### src/rtl/fp_addsub_unit.sv
// Multi-cycle IEEE-754 add/subtract, any EXP_W/MAN_W, all four rounding modes; define FADD_FTZ_EN to flush subnormals.
// valid_out rises 5 cycles after accept; result/flags held in DONE while ready_in=0, start ignored while busy.
module fp_addsub_unit #(
    parameter int EXP_W = 8,
    parameter int MAN_W = 23
) (
    input  logic                   clk,
    input  logic                   rst_n,
    input  logic [EXP_W+MAN_W:0]   op_a,
    input  logic [EXP_W+MAN_W:0]   op_b,
    input  logic                   op_sub,
    input  logic [1:0]             round_mode,
    input  logic                   start,
    input  logic                   ready_in,
    output logic                   ready_out,
    output logic                   valid_out,
    output logic [EXP_W+MAN_W:0]   result,
    output logic [4:0]             flags
);
    localparam int W  = 1 + EXP_W + MAN_W;
    localparam int XW = MAN_W + 4;
    localparam logic [EXP_W-1:0] EXP_ONES = '1;

    typedef enum logic [2:0] {S_IDLE, S_ALIGN, S_ADD, S_NORM, S_ROUND, S_DONE} state_t;
    state_t state, state_nxt;

    logic             sgn_a, sgn_b, nan_in, inf_a, inf_b;
    logic [EXP_W-1:0] exp_a, exp_b;
    logic [MAN_W:0]   man_a, man_b;
    logic [1:0]       rm;
    logic             sgn_x, eff_sub;
    logic [EXP_W-1:0] exp_x;
    logic [XW-1:0]    sig_x, sig_y;
    logic [XW:0]      sum;
    logic [XW-1:0]    sig_n;
    logic [EXP_W:0]   exp_n;
    logic             zero_n;

    // Unpack: subnormals and zeros use exponent 1 with no hidden bit
    logic [EXP_W-1:0] ua_e, ub_e, ua_exp, ub_exp;
    logic [MAN_W-1:0] ua_f, ub_f;
    logic [MAN_W:0]   ua_man, ub_man;
    logic             ua_nan, ub_nan, ua_inf, ub_inf;
    always_comb begin
        ua_e   = op_a[MAN_W +: EXP_W];
        ub_e   = op_b[MAN_W +: EXP_W];
        ua_f   = op_a[MAN_W-1:0];
        ub_f   = op_b[MAN_W-1:0];
        ua_nan = (ua_e == EXP_ONES) && (ua_f != '0);
        ub_nan = (ub_e == EXP_ONES) && (ub_f != '0);
        ua_inf = (ua_e == EXP_ONES) && (ua_f == '0);
        ub_inf = (ub_e == EXP_ONES) && (ub_f == '0);
        ua_exp = (ua_e == '0) ? EXP_W'(1) : ua_e;
        ub_exp = (ub_e == '0) ? EXP_W'(1) : ub_e;
`ifdef FADD_FTZ_EN
        ua_man = (ua_e == '0) ? '0 : {1'b1, ua_f};
        ub_man = (ub_e == '0) ? '0 : {1'b1, ub_f};
`else
        ua_man = {(ua_e != '0), ua_f};
        ub_man = {(ub_e != '0), ub_f};
`endif
    end

    logic             swap;
    logic [EXP_W-1:0] al_ex, al_ey;
    logic [MAN_W:0]   al_mx, al_my;
    logic [XW-1:0]    al_y_ext, al_y_sh, al_mask;
    int               al_d;
    always_comb begin
        swap     = {exp_b, man_b} > {exp_a, man_a};
        al_ex    = swap ? exp_b : exp_a;
        al_ey    = swap ? exp_a : exp_b;
        al_mx    = swap ? man_b : man_a;
        al_my    = swap ? man_a : man_b;
        al_d     = int'(al_ex) - int'(al_ey);
        if (al_d > MAN_W + 3) al_d = MAN_W + 3;
        al_y_ext = {al_my, 3'b000};
        al_mask  = ~({XW{1'b1}} << al_d);
        al_y_sh  = al_y_ext >> al_d;
        al_y_sh[0] = al_y_sh[0] | (|(al_y_ext & al_mask));
    end

    int             nm_lz, nm_sh;
    logic [XW-1:0]  nm_sig;
    logic [EXP_W:0] nm_exp;
    always_comb begin
        nm_lz = XW;
        for (int i = 0; i < XW; i++) if (sum[i]) nm_lz = XW - 1 - i;
        nm_sh = int'(exp_x) - 1;
        if (nm_lz < nm_sh) nm_sh = nm_lz;
        nm_sig = sum[XW-1:0] << nm_sh;
        nm_exp = {1'b0, exp_x} - (EXP_W+1)'(nm_sh);
        if (sum[XW]) begin
            nm_sig = {sum[XW:2], sum[1] | sum[0]};
            nm_exp = {1'b0, exp_x} + (EXP_W+1)'(1);
        end
    end

    logic [MAN_W:0]   rd_mant;
    logic [MAN_W+1:0] rd_sum;
    logic [MAN_W-1:0] rd_frac;
    logic [EXP_W:0]   rd_exp;
    logic             rd_g, rd_r, rd_s, rd_inexact, rd_up, rd_ovf, rd_inf_sel;
    logic [W-1:0]     rd_res;
    logic [4:0]       rd_flags;
    always_comb begin
        rd_mant    = sig_n[XW-1:3];
        rd_g       = sig_n[2];
        rd_r       = sig_n[1];
        rd_s       = sig_n[0];
        rd_inexact = rd_g | rd_r | rd_s;
        case (rm)
            2'b00:   rd_up = rd_g & (rd_r | rd_s | rd_mant[0]);
            2'b01:   rd_up = 1'b0;
            2'b10:   rd_up = ~sgn_x & rd_inexact;
            default: rd_up = sgn_x & rd_inexact;
        endcase
        rd_sum  = {1'b0, rd_mant} + (MAN_W+2)'(rd_up);
        rd_frac = rd_sum[MAN_W-1:0];
        // A subnormal that rounds into the hidden bit already carries exponent 1
        rd_exp  = rd_sum[MAN_W] ? exp_n : '0;
        if (rd_sum[MAN_W+1]) begin
            rd_frac = rd_sum[MAN_W:1];
            rd_exp  = exp_n + (EXP_W+1)'(1);
        end
        rd_ovf     = rd_exp >= {1'b0, EXP_ONES};
        rd_inf_sel = (rm == 2'b00) | ((rm == 2'b10) & ~sgn_x) | ((rm == 2'b11) & sgn_x);
        rd_res     = {sgn_x, rd_exp[EXP_W-1:0], rd_frac};
        rd_flags   = {rd_inexact, 1'b0, 1'b0, (rd_exp == '0) & rd_inexact, 1'b0};
        if (rd_ovf) begin
            rd_res   = rd_inf_sel ? {sgn_x, EXP_ONES, {MAN_W{1'b0}}}
                                  : {sgn_x, EXP_ONES - EXP_W'(1), {MAN_W{1'b1}}};
            rd_flags = 5'b10100;
        end
`ifdef FADD_FTZ_EN
        else if ((rd_exp == '0) && (rd_frac != '0)) begin
            rd_res   = {sgn_x, {(W-1){1'b0}}};
            rd_flags = 5'b10010;
        end
`endif
        if (zero_n) begin
            rd_res   = {(eff_sub ? (rm == 2'b11) : sgn_x), {(W-1){1'b0}}};
            rd_flags = '0;
        end
        if (nan_in | (inf_a & inf_b & (sgn_a ^ sgn_b))) begin
            rd_res   = {1'b0, EXP_ONES, 1'b1, {(MAN_W-1){1'b0}}};
            rd_flags = 5'b00001;
        end else if (inf_a | inf_b) begin
            rd_res   = {(inf_a ? sgn_a : sgn_b), EXP_ONES, {MAN_W{1'b0}}};
            rd_flags = '0;
        end
    end

    always_ff @(posedge clk or negedge rst_n) begin
        if (!rst_n) state <= S_IDLE;
        else        state <= state_nxt;
    end

    always_comb begin
        state_nxt = state;
        case (state)
            S_IDLE:  if (start) state_nxt = S_ALIGN;
            S_ALIGN: state_nxt = S_ADD;
            S_ADD:   state_nxt = S_NORM;
            S_NORM:  state_nxt = S_ROUND;
            S_ROUND: state_nxt = S_DONE;
            S_DONE:  if (ready_in) state_nxt = S_IDLE;
            default: state_nxt = S_IDLE;
        endcase
    end

    always_comb begin
        ready_out = (state == S_IDLE);
        valid_out = (state == S_DONE);
    end

    always_ff @(posedge clk or negedge rst_n) begin
        if (!rst_n) begin
            sgn_a <= 1'b0; sgn_b <= 1'b0; nan_in <= 1'b0; inf_a <= 1'b0; inf_b <= 1'b0;
            exp_a <= '0; exp_b <= '0; man_a <= '0; man_b <= '0; rm <= '0;
            sgn_x <= 1'b0; eff_sub <= 1'b0; exp_x <= '0; sig_x <= '0; sig_y <= '0;
            sum <= '0; sig_n <= '0; exp_n <= '0; zero_n <= 1'b0;
            result <= '0; flags <= '0;
        end else begin
            case (state)
                S_IDLE: if (start) begin
                    sgn_a  <= op_a[W-1];
                    sgn_b  <= op_b[W-1] ^ op_sub;
                    exp_a  <= ua_exp;
                    exp_b  <= ub_exp;
                    man_a  <= ua_man;
                    man_b  <= ub_man;
                    nan_in <= ua_nan | ub_nan;
                    inf_a  <= ua_inf;
                    inf_b  <= ub_inf;
                    rm     <= round_mode;
                end
                S_ALIGN: begin
                    sgn_x   <= swap ? sgn_b : sgn_a;
                    eff_sub <= sgn_a ^ sgn_b;
                    exp_x   <= al_ex;
                    sig_x   <= {al_mx, 3'b000};
                    sig_y   <= al_y_sh;
                end
                S_ADD: sum <= eff_sub ? ({1'b0, sig_x} - {1'b0, sig_y})
                                      : ({1'b0, sig_x} + {1'b0, sig_y});
                S_NORM: begin
                    sig_n  <= nm_sig;
                    exp_n  <= nm_exp;
                    zero_n <= (sum == '0);
                end
                S_ROUND: begin
                    result <= rd_res;
                    flags  <= rd_flags;
                end
                default: ;
            endcase
        end
    end
endmodule

### config.mk
export PLATFORM = sky130hd
export DESIGN_NAME = fp_addsub_unit
export DESIGN_NICKNAME = d
export VERILOG_FILES = /design/src/rtl/fp_addsub_unit.sv
export SDC_FILE = /design/constraint.sdc
export NUM_CORES = 1
export LEC_CHECK = 0
export BUFFER_PORTS_ARGS = -buffer_cell sky130_fd_sc_hd__buf_2
export CORE_MARGIN = 1
export CORE_UTILIZATION = 25
export DETAILED_ROUTE_END_ITERATION = 12
export SLEW_MARGIN = 20
export SYNTH_ARGS = -nofsm -noshare
export SYNTH_HDL_FRONTEND = slang
export SYNTH_SLANG_ARGS = --single-unit
### constraint.sdc
create_clock -name clk -period 5.9 [get_ports clk]
set_input_delay 0.295 -clock clk [delete_from_list [all_inputs] [get_ports clk]]
set_output_delay 0.295 -clock clk [all_outputs]
set_load 0.005 [all_outputs]
== Word-level counts from Yosys, hierarchy flattened ==
Cells that the tools add are included.

* Add/subtract/negate cells: 8
* Magnitude comparators: 4
* Equality and inequality tests: 12
* Shifts and indexed selects: 3
* Muxes and demuxes: 57
* Bitwise gates (word level): 24
* Reduce and logical (&&, ||, !) cells: 19

{| class="wikitable"
|+ Operators with widths
! cell !! count
|-
| 2-to-1 mux 32 bit || 31
|-
| 2-to-1 mux 24 bit || 3
|-
| logical NOT 23 bit || 2
|-
| nonzero test 23 bit || 2
|-
| greater-than comparator 32 bit || 1
|-
| < comparator 32 x 9 -> 1 bit || 1
|-
| 2-to-1 mux 8 bit || 4
|-
| left shift 27 x 32 -> 27 bit || 1
|-
| left shift 27 x 32 -> 27 bit (first input constant) || 1
|-
| >> shifter 27 x 32 -> 27 bit || 1
|-
| 2-to-1 mux 31 bit || 1
|-
| adder 27 x 27 -> 28 bit || 1
|-
| logical NOT 28 bit || 1
|-
| 2-to-1 mux 28 bit || 1
|-
| subtractor 27 x 27 -> 28 bit || 1
|-
| AND 27 bit || 1
|-
| 2-to-1 mux 27 bit || 1
|-
| 2-to-1 mux 9 bit || 3
|-
| inverter 27 bit || 1
|-
| OR reduction 27 bit || 1
|-
| adder 24 x 1 -> 25 bit || 1
|-
| 2-to-1 mux 23 bit || 1
|-
| 2-to-1 mux 5 bit || 4
|-
| case mux 3 bit (6 select lines) || 1
|-
| 28 further kinds || 61
|}

* Flip-flop bits (word level): 237
* Bits of input ports: 71
* Output and inout port bits: 39
* Logic and storage cells: 149

== Depth between registers and ports, before layout ==
* Depth in word-level cells: 31
* Mapped depth: 30
* Mapped depth without buffers: 27

== Least setup slack after synthesis ==
Ideal clock, no wire load.

* Path type: register -> register
* Start point: register exp_x[0]
* End point: register exp_n[8]
* Setup time: 0.135 ns
* Data arrival time: 5.334 ns
* Data required time: 5.765 ns
* Path slack: 0.431 ns
* Stages on the path, launching flop included: 29
* Path buffers: 4
* Period minus slack after synthesis: 5.469 ns
* Path through: dfrtp_1 > inv_1 > clkbuf_1 > ha_1 > nand2_1 > or3_1 > or2_2 > a21oi_1 > nor2_1 > nor2_1 > clkbuf_1 > nand3_1 > o21ai_1 > inv_1 > clkbuf_1 > clkbuf_1 > ha_1 > xnor2_1 > nor2_1 > ha_1 > nor2b_1 > o21ai_0 > nand2b_1 > a21oi_1 > o21bai_1 > a21o_1 > a21oi_1 > xor2_1 > o21ai_0

* Cells in the longest elaborated chain, start to end: 5
* Elaborated cells on any way between the ends: 6
* Classes of those cells: add/sub: 3; order compare: 1; mux: 2

{| class="wikitable"
|+ Ends and longest elaborated chain
! element !! RTL line !! source
|-
| start: declaration || 32 || <nowiki>logic [EXP_W-1:0] exp_x;</nowiki>
|-
| start signal: assignment || 201 || <nowiki>exp_x <= al_ex;</nowiki>
|-
| subtractor 8 x 1 -> 9 bit || 89 || <nowiki>nm_sh = int'(exp_x) - 1;</nowiki>
|-
| < comparator 32 x 9 -> 1 bit || 90 || <nowiki>if (nm_lz < nm_sh) nm_sh = nm_lz;</nowiki>
|-
| 2-to-1 mux 32 bit || 90 ||
|-
| subtractor 8 x 9 -> 9 bit || 92 || <nowiki>nm_exp = {1'b0, exp_x} - (EXP_W+1)'(nm_sh);</nowiki>
|-
| 2-to-1 mux 9 bit (*) || 93 || <nowiki>if (sum[XW]) begin</nowiki>
|-
| end signal: assignment || 209 || <nowiki>exp_n <= nm_exp;</nowiki>
|-
| end: declaration || 36 || <nowiki>logic [EXP_W:0] exp_n;</nowiki>
|}

Mark *: on every way between the ends. The rest lies on a longest branch, timed or not.
A chain may end at the register's enable or synchronous reset.

== Worst setup path in the final report ==
* Start point: register man_a[7]
* End point: register sig_y[5]

* Cells in the longest elaborated chain, start to end: 6
* Elaborated cells on any way between the ends: 8
* Classes of those cells: add/sub: 1; order compare: 2; shift: 1; mux: 4

{| class="wikitable"
|+ Ends and longest elaborated chain
! element !! RTL line !! source
|-
| start: declaration || 29 || <nowiki>logic [MAN_W:0] man_a, man_b;</nowiki>
|-
| start signal: assignment || 191 || <nowiki>man_a <= ua_man;</nowiki>
|-
| greater-than comparator 32 bit || 70 || <nowiki>swap = {exp_b, man_b} > {exp_a, man_a};</nowiki>
|-
| 2-to-1 mux 8 bit (on tied branches) || 71, 72 ||
|-
| subtractor 8 x 8 -> 9 bit || 75 || <nowiki>al_d = int'(al_ex) - int'(al_ey);</nowiki>
|-
| greater-than comparator 9 x 6 -> 1 bit || 76 || <nowiki>if (al_d > MAN_W + 3) al_d = MAN_W + 3;</nowiki>
|-
| 2-to-1 mux 32 bit || 76 ||
|-
| >> shifter 27 x 32 -> 27 bit (*) || 79 || <nowiki>al_y_sh = al_y_ext >> al_d;</nowiki>
|-
| end signal: assignment || 203 || <nowiki>sig_y <= al_y_sh;</nowiki>
|-
| end: declaration || 33 || <nowiki>logic [XW-1:0] sig_x, sig_y;</nowiki>
|}

Marks and branches as above.

==> results.cfg <==
[cells_and_area]
drive_gt1_share_pct = 12.87
layout_common_cells = nand2_1 (433), nor2_1 (247), dfrtp_1 (236), a21oi_1 (197), o21ai_0 (170)
num_antenna_cells = 0
multiInputGateArea_mm2 = 0.01234
n_fill_cell = 8237
final_common_cell = nand2_1
fin_util_pct = 30.03
area_delta_synth_final_pct = 18.80
fin_nets = 2841
register_area_mm2 = 0.005906

[synth]
synth_flop_cell = dfrtp_1
yosys.area_share.adder_pct = 6.715
yosysWarnings = 0
syn_area_mm2 = 0.01923
synth_compound_area_share_pct = 26.40
synthSimpleGateAreaFrac_pct = 24.02
synth_edf_count = 0
synth_cell_types = 112
synth_xor_area_share_pct = 3.058
synth_top_family_by_area = compound AO/OA/AOI/OAI gates
syn_avg_cell_area_um2 = 7.621
yosys-mux-area-fraction_pct = 3.488
ys_async_sr_fraction_pct = 100.0
synth-seq-cells = 236
synth_cells = 2523
syn_nets = 2696
ys_seq_area_share_pct = 30.71

[setup_path]
worst-path-max-fanout = 17
crit_cells = 22
r2r_start = man_a[7]$_DFFE_PN0P_
reg2reg_depth = 22
r2r_slack_ns = 0.26
rr_endpoint = sig_y[5]$_DFFE_PN0P_
cp-start-kind = flop
crit_end = sig_y[5]$_DFFE_PN0P_
criticalPathCategory = reg -> reg
startpoint = man_a[7]$_DFFE_PN0P_
required_ns = 6.38
critical_path.cell_chain = inv_1, ha_1, a21oi_1, o21ai_0, a221o_1, o31ai_1, nand4_1, and2_1, ha_1, nand3b_1, or2_1, xnor2_2, buf_4, a211o_1, o2111a_1, nand3_1, buf_4, o22ai_1, a211oi_1, mux2_2, nor2_1, a211o_1
crit_slowest_cell = a211oi_1
worst_ep_arrival_time_ns = 6.12
critPathTopFamily = compound AO/OA/AOI/OAI gates
slowest_delay_ns = 0.49
end_kind = flop
cp_num_buf_inv = 3

[worst_hold_path]
hold_class = in -> reg

[global_routing]
grt_pass1_vias = 18455
grt_overflow = 0
grt_pass1_wl_mm = 109.3
grt_use_total_pct = 17.55
antenna_found_initial = 0
grt_max_degree = 161

[flow_run]
maxCapViolCount = 0

[routing]
wire_per_inst_um = 18.84
dr.pass1.iters = 6
drc = 0
routed_wl_mm = 70.03
viasPerCell = 5.302
vias = 19713
drt_iter0_markers = 1987
antenna_left = 0

[clock_network]
clk_path_buf_depth = 3
clkLatencyLatePin_ns = 0.60
path_clk_slew_ns = 0.06
clock-sinks = 236
root_buffer = clkbuf_16
cts_tree = built
cts_buffers = 28
cts-htree-levels = 1

[sta]
min_period_ns = 5.640
clock.fmax_ghz = 0.1773
max_slew_margin_pct = 30.76
min_period_over_period_pct = 95.60
worst_slew_pin_slew_ns = 1.035
fin_setup_tns_ns = 0
setup_viol = 0
clock_skew_ns = 0.03853
grt_setup_unrepaired = no
hold_viol_final = 0
setup_ws_ns = 0.2595
slew_viol_final = 0

[floorplanning]
io_pins = 110
fp.dieW_um = 279.3
start_util_pct = 25.28
die_y_um = 279.3
dieArea_mm2 = 0.07803
core_mm2 = 0.07608
rows = 101

[placed_design]
post-place-ws_ns = 0.1755
portBuffers = 108
hpwlAfterDp_mm = 52.92
finalWeightedCongestion = 0.9569

[outcome]
outcome = completed
-- area by class of cell --
| cell class | count | share of cell area, % |
|---|---|---|
| multi-input cells | 2014 | 54.02 |
| flip-flops and latches | 236 | 25.85 |
| repair buffers | 278 | 8.819 |
| well taps | 1030 | 5.642 |
| clock buffers | 37 | 3.347 |
| inverters | 110 | 1.808 |
| clock inverters | 13 | 0.5149 |
-- worst reg2reg max path, cell delays in order (launching register included) --
cell	delay, ns
dfrtp_1	0.37
inv_1	0.10
ha_1	0.26
a21oi_1	0.15
o21ai_0	0.16
a221o_1	0.41
o31ai_1	0.46
nand4_1	0.21
and2_1	0.20
ha_1	0.18
nand3b_1	0.18
or2_1	0.30
xnor2_2	0.17
buf_4	0.18
a211o_1	0.36
o2111a_1	0.30
nand3_1	0.10
buf_4	0.24
o22ai_1	0.12
a211oi_1	0.49
mux2_2	0.28
nor2_1	0.04
a211o_1	0.26
-- through the flow --
step,cells,instance area [µm²],hold WS [ns]
2_1_floorplan,2523,19230,-0.0005911
3_3_place_gp,3602,21250,0.3154
3_5_place_dp,3602,21250,0.3173
4_1_cts,3712,22730,0.002444
5_1_grt,3718,22840,0.01615
6_report,3718,22840,0.02044
-- worst min-delay path by stage --
stage                     cells past startpoint  startpoint                     end
after floorplan                               0       rst_n     eff_sub$_DFFE_PN0P_
after global placement                        1       rst_n    flags[1]$_DFFE_PN0N_
after detailed placement                      1       rst_n  result[14]$_DFFE_PN0N_
after CTS                                     3    op_a[23]    exp_a[0]$_DFFE_PN0P_
after global routing                          3    op_a[23]    exp_a[0]$_DFFE_PN0P_
final                                         3    op_a[23]    exp_a[0]$_DFFE_PN0P_
-- state kept, by name, summed over array words and instances, names as in the netlist, 9 cells and up --
| register | cells |
|---|---|
| sum | 28 |
| exp_n | 9 |
| result | 32 |
| man_b | 24 |
| sig_y | 27 |
| sig_n | 27 |
| man_a | 24 |
| sig_x | 24 |
-- synth_stat cells, types with 13 or more instances --
master     number  area share, %
nand2_1       434            8.5
nor2b_1        14           0.46
or3_1          13           0.42
mux2_2         13           0.76
a21oi_1       197            5.1
nand2b_1       23           0.75
o31ai_1        20           0.78
a211oi_1       29            1.1
o22ai_1        43            1.4
inv_1         108            2.1
a31oi_1        61            2.0
and3_1         24           0.78
xor2_1         20           0.91
nand4_1        32            1.0
nor4_1         28           0.91
nor2_1        248            4.8
o21ai_0       173            4.5
ha_1          100            6.5
dfrtp_1       236             31
nor3_1         62            1.6
and2_1         16           0.52
nand3_1        69            1.8
clkbuf_1      133            2.6
xnor2_1        39            1.8
a21o_1         24           0.94
mux2i_1        49            2.6
a211o_1        15           0.68
a2111oi_0      15           0.68
o211ai_1       16           0.62
-- per-layer routing --
metal | vias to the layer above | global-route usage (%) | share of wire, %
li1 | 9420 | - | -
met1 | 9343 | 24.72 | 46
met2 | 814 | 28.32 | 45
met3 | 136 | 2.235 | 6.9
met4 | 0 | 4.100 | 2.5
met5 | - | 0 | 0
-- repair_timing --
action / CTS / global route
gates resized for setup: 0 / 11
hold buffers: 60 / 0
endpoints found under the hold margin: 135 / 0
setup buffers: 0 / 6
setup endpoints to repair: 0 / 15
-- cell families after synthesis --
| family | after synthesis |
|---|---|
| buffers and inverters | 273 |
| other | 1 |
| DFF | 236 |
| adders and majority gates | 102 |
| AOI/OAI and AO/OA | 770 |
| and+or+nand+nor | 1015 |
| xor gates and xnor gates | 62 |
| muxes | 64 |
Power is left out: the tool's default activity adds up to more than one toggle a clock period on the data nets, which glitch-free logic cannot reach.
